<file path="src/rtl/alu_muldiv_seq_if.sv">
// Request/response handshake bundle between the execute stage and the
// iterative multiply/divide unit.
interface alu_muldiv_seq_if #(
    parameter int XLEN = 32
);
    logic            in_valid;
    logic            in_ready;
    logic [2:0]      op_sel;
    logic [XLEN-1:0] src1;
    logic [XLEN-1:0] src2;
    logic            out_valid;
    logic            out_ready;
    logic [XLEN-1:0] result;

    modport master (
        output in_valid, op_sel, src1, src2, out_ready,
        input  in_ready, out_valid, result
    );

    modport slave (
        input  in_valid, op_sel, src1, src2, out_ready,
        output in_ready, out_valid, result
    );
endinterface

</file>
<file path="src/rtl/alu_muldiv_seq.sv">
// Iterative RV32M multiply/divide: shift-add multiply and restoring divide on
// operand magnitudes, one bit per cycle, sign applied when the result is stored.
module alu_muldiv_seq #(
    parameter  int XLEN  = 32,
    localparam int CNT_W = $clog2(XLEN) + 1
) (
    input  logic clk,
    input  logic rst_n,
    input  logic flush,
    output logic busy,
    alu_muldiv_seq_if.slave bus
);

    typedef enum logic [1:0] {IDLE, CALC, DONE} state_t;

    state_t              state_q, state_d;
    logic [2:0]          op_q;
    logic                s1_q, s2_q;
    logic [XLEN-1:0]     b_q;
    logic [2*XLEN-1:0]   prod_q, prod_d;
    logic [CNT_W-1:0]    cnt_q;
    logic [XLEN-1:0]     result_q;

    logic                accept;
    logic                sign1, sign2;
    logic [XLEN-1:0]     mag1, mag2;
    logic                div_zero, overflow, mul_zero, special;
    logic [XLEN-1:0]     special_result;
    logic [XLEN:0]       mul_sum, div_trial, div_diff;
    logic [2*XLEN-1:0]   prod_signed;
    logic [XLEN-1:0]     quo, rem, final_result;

    assign bus.in_ready  = (state_q == IDLE) && !flush;
    assign bus.out_valid = (state_q == DONE);
    assign bus.result    = result_q;
    assign busy          = (state_q != IDLE);
    assign accept        = bus.in_valid && bus.in_ready;

    // Operand decode at acceptance: signedness per op, magnitudes, special cases.
    always_comb begin
        sign1 = bus.src1[XLEN-1] & (bus.op_sel[2] ? ~bus.op_sel[0] : (bus.op_sel[1:0] != 2'b11));
        sign2 = bus.src2[XLEN-1] & (bus.op_sel[2] ? ~bus.op_sel[0] : ~bus.op_sel[1]);
        mag1  = sign1 ? -bus.src1 : bus.src1;
        mag2  = sign2 ? -bus.src2 : bus.src2;
        div_zero = (bus.src2 == '0);
        overflow = bus.op_sel[2] & ~bus.op_sel[0] &
                   (bus.src1 == {1'b1, {(XLEN-1){1'b0}}}) & (&bus.src2);
        mul_zero = ~bus.op_sel[2] & ((bus.src1 == '0) | (bus.src2 == '0));
        special  = bus.op_sel[2] ? (div_zero | overflow) : mul_zero;
        special_result = '0;
        if (bus.op_sel[2]) begin
            if (div_zero)
                special_result = bus.op_sel[1] ? bus.src1 : '1;
            else
                special_result = bus.op_sel[1] ? '0 : bus.src1;
        end
    end

    // One iteration of the active algorithm plus the signed result it would yield.
    always_comb begin
        mul_sum   = {1'b0, prod_q[2*XLEN-1:XLEN]} + {1'b0, (prod_q[0] ? b_q : '0)};
        div_trial = prod_q[2*XLEN-1:XLEN-1];
        div_diff  = div_trial - {1'b0, b_q};
        if (!op_q[2])
            prod_d = {mul_sum, prod_q[XLEN-1:1]};
        else if (!div_diff[XLEN])
            prod_d = {div_diff[XLEN-1:0], prod_q[XLEN-2:0], 1'b1};
        else
            prod_d = {div_trial[XLEN-1:0], prod_q[XLEN-2:0], 1'b0};

        prod_signed = (s1_q ^ s2_q) ? -prod_d : prod_d;
        quo = prod_d[XLEN-1:0];
        rem = prod_d[2*XLEN-1:XLEN];
        case (op_q)
            3'd0:         final_result = prod_signed[XLEN-1:0];
            3'd1, 3'd2,
            3'd3:         final_result = prod_signed[2*XLEN-1:XLEN];
            3'd4, 3'd5:   final_result = (s1_q ^ s2_q) ? -quo : quo;
            default:      final_result = s1_q ? -rem : rem;
        endcase
    end

    always_ff @(posedge clk or negedge rst_n) begin
        if (!rst_n)
            state_q <= IDLE;
        else
            state_q <= state_d;
    end

    always_comb begin
        state_d = state_q;
        if (flush) begin
            state_d = IDLE;
        end else begin
            case (state_q)
                IDLE:    if (accept) state_d = special ? DONE : CALC;
                CALC:    if (cnt_q == CNT_W'(1)) state_d = DONE;
                DONE:    if (bus.out_ready) state_d = IDLE;
                default: state_d = IDLE;
            endcase
        end
    end

    // The final iteration and the sign fix land on the same edge that enters DONE.
    always_ff @(posedge clk or negedge rst_n) begin
        if (!rst_n) begin
            op_q     <= '0;
            s1_q     <= 1'b0;
            s2_q     <= 1'b0;
            b_q      <= '0;
            prod_q   <= '0;
            cnt_q    <= '0;
            result_q <= '0;
        end else if (state_q == IDLE) begin
            if (accept) begin
                op_q   <= bus.op_sel;
                s1_q   <= sign1;
                s2_q   <= sign2;
                b_q    <= mag2;
                prod_q <= {{XLEN{1'b0}}, mag1};
                cnt_q  <= CNT_W'(XLEN);
                if (special)
                    result_q <= special_result;
            end
        end else if (state_q == CALC && !flush) begin
            prod_q <= prod_d;
            cnt_q  <= cnt_q - CNT_W'(1);
            if (cnt_q == CNT_W'(1))
                result_q <= final_result;
        end
    end

endmodule

</file>
<file path="src/flat_wrapper.sv">
// flat-port wrapper written by rule: the top's interface ports become plain ports
module alu_muldiv_seq_flat 
#(
    parameter  int XLEN  = 32,
    localparam int CNT_W = $clog2(XLEN) + 1
)
  (clk, rst_n, flush, busy, bus_in_valid, bus_op_sel, bus_src1, bus_src2, bus_out_ready, bus_in_ready, bus_out_valid, bus_result);
  alu_muldiv_seq_if #(.XLEN(XLEN)) bus_i ();
  input  logic clk;
  input  logic rst_n;
  input  logic flush;
  output logic busy;
  input wire logic [$bits(bus_i.in_valid)-1:0] bus_in_valid;
  input wire logic [$bits(bus_i.op_sel)-1:0] bus_op_sel;
  input wire logic [$bits(bus_i.src1)-1:0] bus_src1;
  input wire logic [$bits(bus_i.src2)-1:0] bus_src2;
  input wire logic [$bits(bus_i.out_ready)-1:0] bus_out_ready;
  output wire logic [$bits(bus_i.in_ready)-1:0] bus_in_ready;
  output wire logic [$bits(bus_i.out_valid)-1:0] bus_out_valid;
  output wire logic [$bits(bus_i.result)-1:0] bus_result;
  assign bus_i.in_valid = bus_in_valid;
  assign bus_i.op_sel = bus_op_sel;
  assign bus_i.src1 = bus_src1;
  assign bus_i.src2 = bus_src2;
  assign bus_i.out_ready = bus_out_ready;
  assign bus_in_ready = bus_i.in_ready;
  assign bus_out_valid = bus_i.out_valid;
  assign bus_result = bus_i.result;
  alu_muldiv_seq #(.XLEN(XLEN)) u_core (.clk(clk), .rst_n(rst_n), .flush(flush), .busy(busy), .bus(bus_i));
endmodule
</file>
<file path="config.mk">
export PLATFORM = sky130hd
export DESIGN_NAME = alu_muldiv_seq_flat
export DESIGN_NICKNAME = d
export VERILOG_FILES = /design/src/rtl/alu_muldiv_seq_if.sv /design/src/rtl/alu_muldiv_seq.sv /design/src/flat_wrapper.sv
export SDC_FILE = /design/constraint.sdc
export NUM_CORES = 1
export LEC_CHECK = 0
export BUFFER_PORTS_ARGS = -buffer_cell sky130_fd_sc_hd__buf_2
export CAP_MARGIN = 25
export CORE_MARGIN = 3
export CORE_UTILIZATION = 50
export CTS_BUF_LIST = sky130_fd_sc_hd__clkbuf_4 sky130_fd_sc_hd__clkbuf_8 sky130_fd_sc_hd__clkbuf_16
export DETAILED_ROUTE_END_ITERATION = 8
export HOLD_SLACK_MARGIN = 0.1
export PLACE_DENSITY = 0.71
export SLEW_MARGIN = 30
export SYNTH_ARGS = -nofsm -noshare
export SYNTH_HDL_FRONTEND = slang
export SYNTH_SLANG_ARGS = --single-unit
</file>
<file path="constraint.sdc">
create_clock -name clk -period 6.4 [get_ports clk]
set_input_delay 0.32 -clock clk [delete_from_list [all_inputs] [get_ports clk]]
set_output_delay 0.32 -clock clk [all_outputs]
set_load 0.01 [all_outputs]
</file>
==> results.yml <==
synthesis:
  synthTopCellsByArea: "dfrtp_1 23%, o21ai_0 6.7%, xnor2_1 6.2%, a21oi_1 5.9%, nand2_1 5.9%"
  synth_compound_area_share_pct: 29.2
  yosys.area_share.adder_pct: 5.94
  ys_types: 97
  yosys.cell_count.top_type: "nand2_1"
  synth_top_family_by_area: "compound AO/OA/AOI/OAI gates"
  yosys.area_share.simple_pct: 23.6
  synthesis.nets: 2259
  muxShareOfSynthArea_pct: 2.98
  synth_top_cell_by_area: "dfrtp_1"
  avgSynthCellArea_um2: 7.39
  ys_seq_area_share_pct: 22.6
  synth_ff_type: "dfrtp_1"
  synth_cells: 2114
  synth_edf_count: 0
  synth_async_sr_flop_share_pct: 100
  ys_seq_elements: 141
  synth_xor_area_share_pct: 10.6
  synth_top_area_share_pct: 22.6
  yosys_warnings: 0
  ys_top_cells_by_count: "244 x nand2_1, 208 x o21ai_0, 184 x a21oi_1, 142 x nor2_1, 141 x dfrtp_1"
  netlist_area_um2: 15600
detailed_routing:
  dr.pass1.iters: 6
  drc: 0
  routed_wl_um: 66000
  ant_nets: 0
  wl_per_cell_um: 25.6
  vias_per_cell: 6.71
  vias: 17300
  drt-initial-drc-count: 2237
finish:
  finish.utilization_pct: 56.4
  ff_latch_area_um2: 3530
  antenna_cells: 0
  drive_gt1_share_pct: 12.3
  final_nets: 2316
  multi_input_area_um2: 11400
  n_fill_cell: 2930
  area_growth_pct: 10.6
sta:
  max_slew.worst_pin.slew_ns: 1.03
  finalSetupTns_ns: 0
  final.setup_skew_ns: 0.0143
  drv_slew: 0
  period_needed_ns: 5.91
  rsz0062_at_grt: "no"
  finalSetupViolCount: 0
  max_slew_margin_pct: 30.4
  hold_violations: 0
  setup_slack_ns: 0.493
  period_share_pct: 92.3
  holdWs_ns: 0.164
  fmax_mhz: 169
floorplan:
  io_pins: 107
  die_x_um: 183
  start_util_pct: 51.0
  core_area_um2: 30700
  rows: 64
  die-area_um2: 33400
  die_y_um: 183
hold_path:
  hp-class: "in2reg"
  hold_path_depth: 3
  hold_start: "bus_op_sel[0]"
  worst_hold_path.endpoint: "u_core.op_q[0]$_DFFE_PN0P_"
global_routing:
  grt_pass1_vias: 15900
  grt_max_degree: 89
  grt-ovfl-total: 0
  track_usage_pct: 38.5
  antenna_found_initial: 2
  grt_pass1_wl_um: 98500
worst_setup_path:
  r2r-end: "u_core.bus.result[26]$_DFFE_PN0P_"
  critPathRequiredTime_ns: 6.74
  reg2reg_depth: 25
  worst-setup-path-type: "reg2reg"
  setup.worst_path.start_class: "flop"
  rrSetupSlack_ns: 0.49
  cp_max_fo: 6
  r2r-start: "u_core.prod_q[31]$_DFFE_PN0P_"
  worstSetupEndpointType: "flop"
  arrival_ns: 6.25
outcome:
  outcome: "finished, final reports clean"
placed_design:
  portBuffers: 106
  dp_hpwl_um: 51100
  gp_congestion: 1.02
  dp_slack_ns: 0.461
cts:
  clk_path_buf_depth: 2
  worst_skew_pair.late_latency_ns: 0.46
  cts.sinks: 141
  cts_buffers: 17
  cts-root-buf: "clkbuf_16"
  clkTransAtPathRegs_ns: 0.07
  cts_tree: "done"
  h-tree-depth: 4
pwr:
  pwr_density_cell_nw_per_um2: 492
  leakage_uw: 0.00734
  power_uw: 8510
  ir_worst_vdd_uv: 274
job:
  maxCapViolCount: 0
[sequential cells by signal (all words and copies together) (netlist names)]
| name | flops |
|---|---|
| u_core.bus.result | 32 |
| u_core.state_q | 2 |
| u_core.s1_q | 1 |
| u_core.s2_q | 1 |
| u_core.cnt_q | 6 |
| u_core.b_q | 32 |
| u_core.prod_q | 64 |
| u_core.op_q | 3 |
[cells in the final DEF, fill, tap and decap left out, types with 20 or more instances in the layout]
| master | instances |
|---|---|
| and2_1 | 55 |
| nand4_1 | 40 |
| ha_1 | 71 |
| nor2_1 | 141 |
| nand3_1 | 50 |
| xor2_1 | 78 |
| mux2i_1 | 42 |
| buf_4 | 64 |
| o21ai_0 | 207 |
| buf_2 | 105 |
| o221ai_1 | 24 |
| a21oi_1 | 184 |
| xnor2_1 | 110 |
| a31oi_1 | 35 |
| inv_1 | 69 |
| o31ai_1 | 27 |
| nor3_1 | 79 |
| dfrtp_1 | 140 |
| a21o_1 | 28 |
| nand2_1 | 242 |
| nor4_1 | 21 |
| and3_1 | 20 |
[timing repair]
item | in CTS | in global routing
endpoints found under the hold margin | 75 | 0
resized for setup | 0 | 1
buffers inserted | 0 | 0
setup endpoints to repair | 0 | 3
hold buffers | 2 | 0
[power by group]
| part | total, uW | switching (uW) | internal (uW) | leakage (uW) |
|---|---|---|---|---|
| clock | 1070 | 480 | 588 | 0.000290 |
| combinational | 5900 | 3820 | 2080 | 0.00523 |
| sequential | 1540 | 382 | 1160 | 0.00182 |
| total | 8510 | 4680 | 3830 | 0.00734 |
[kinds of logic after synthesis]
logic type,count (synthesis)
flip-flops,141
multiplexers,46
AO/OA/AOI/OAI,711
XOR/XNOR,190
adder cells (fa/ha/maj),73
AND/OR/NAND/NOR,747
buffers and inverters,206
[per-layer routing]
metal / GRT usage [%] / up-vias / routed length [um]
li1: - / 7879 / -
met1: 55.8 / 8299 / 28400
met2: 54.4 / 984 / 27100
met3: 11.6 / 139 / 7870
met4: 13.8 / 4 / 2570
met5: 0 / - / 24
[through the flow]
stage,cell area [um2],std cells
2_1_floorplan,15600,2114
3_3_place_gp,16700,2546
3_5_place_dp,16700,2546
4_1_cts,17300,2580
5_1_grt,17300,2580
6_report,17300,2580
[layout make-up]
class,instances,area share (%)
multi-input cells,1767,65.6
flip-flops and latches,141,20.4
well taps,396,2.87
inverters,71,1.54
clock buffers,17,2.46
clock inverters,15,0.998
repair buffers,173,6.06
[worst max-delay path, cell delays in order, from the launching register on]
cell      delay (ns)
dfrtp_1         0.41
inv_1           0.09
ha_1            0.22
inv_1           0.07
fa_1            0.25
a211oi_2        0.15
nor4_4          0.36
o21bai_2        0.17
a2111o_1        0.52
a21oi_2         0.17
nor3_1          0.11
nor2_1          0.20
ha_1            0.23
o21ai_0         0.16
nor4_1          0.30
buf_4           0.17
and3_1          0.17
nor2b_1         0.23
nand2_1         0.12
a21oi_1         0.26
nand4_1         0.21
or4_4           0.60
o21ai_1         0.18
xor2_1          0.09
a221oi_1        0.27
o21ai_1         0.08
[how the worst max path moves through the flow]
stage                                        startpoint                                end  slack, ns  depth (start not counted)
final                     u_core.prod_q[31]$_DFFE_PN0P_  u_core.bus.result[26]$_DFFE_PN0P_       0.49                         25
after detailed placement  u_core.prod_q[31]$_DFFE_PN0P_  u_core.bus.result[26]$_DFFE_PN0P_       0.46                         25
after CTS                 u_core.prod_q[31]$_DFFE_PN0P_  u_core.bus.result[30]$_DFFE_PN0P_       0.45                         25
after floorplan              u_core.op_q[2]$_DFFE_PN0P_  u_core.bus.result[30]$_DFFE_PN0P_       0.46                         25
after global placement    u_core.prod_q[31]$_DFFE_PN0P_  u_core.bus.result[26]$_DFFE_PN0P_       0.65                         25
after global routing      u_core.prod_q[31]$_DFFE_PN0P_  u_core.bus.result[26]$_DFFE_PN0P_       0.04                         25
Note: power is estimated with default switching activity, not from simulation.
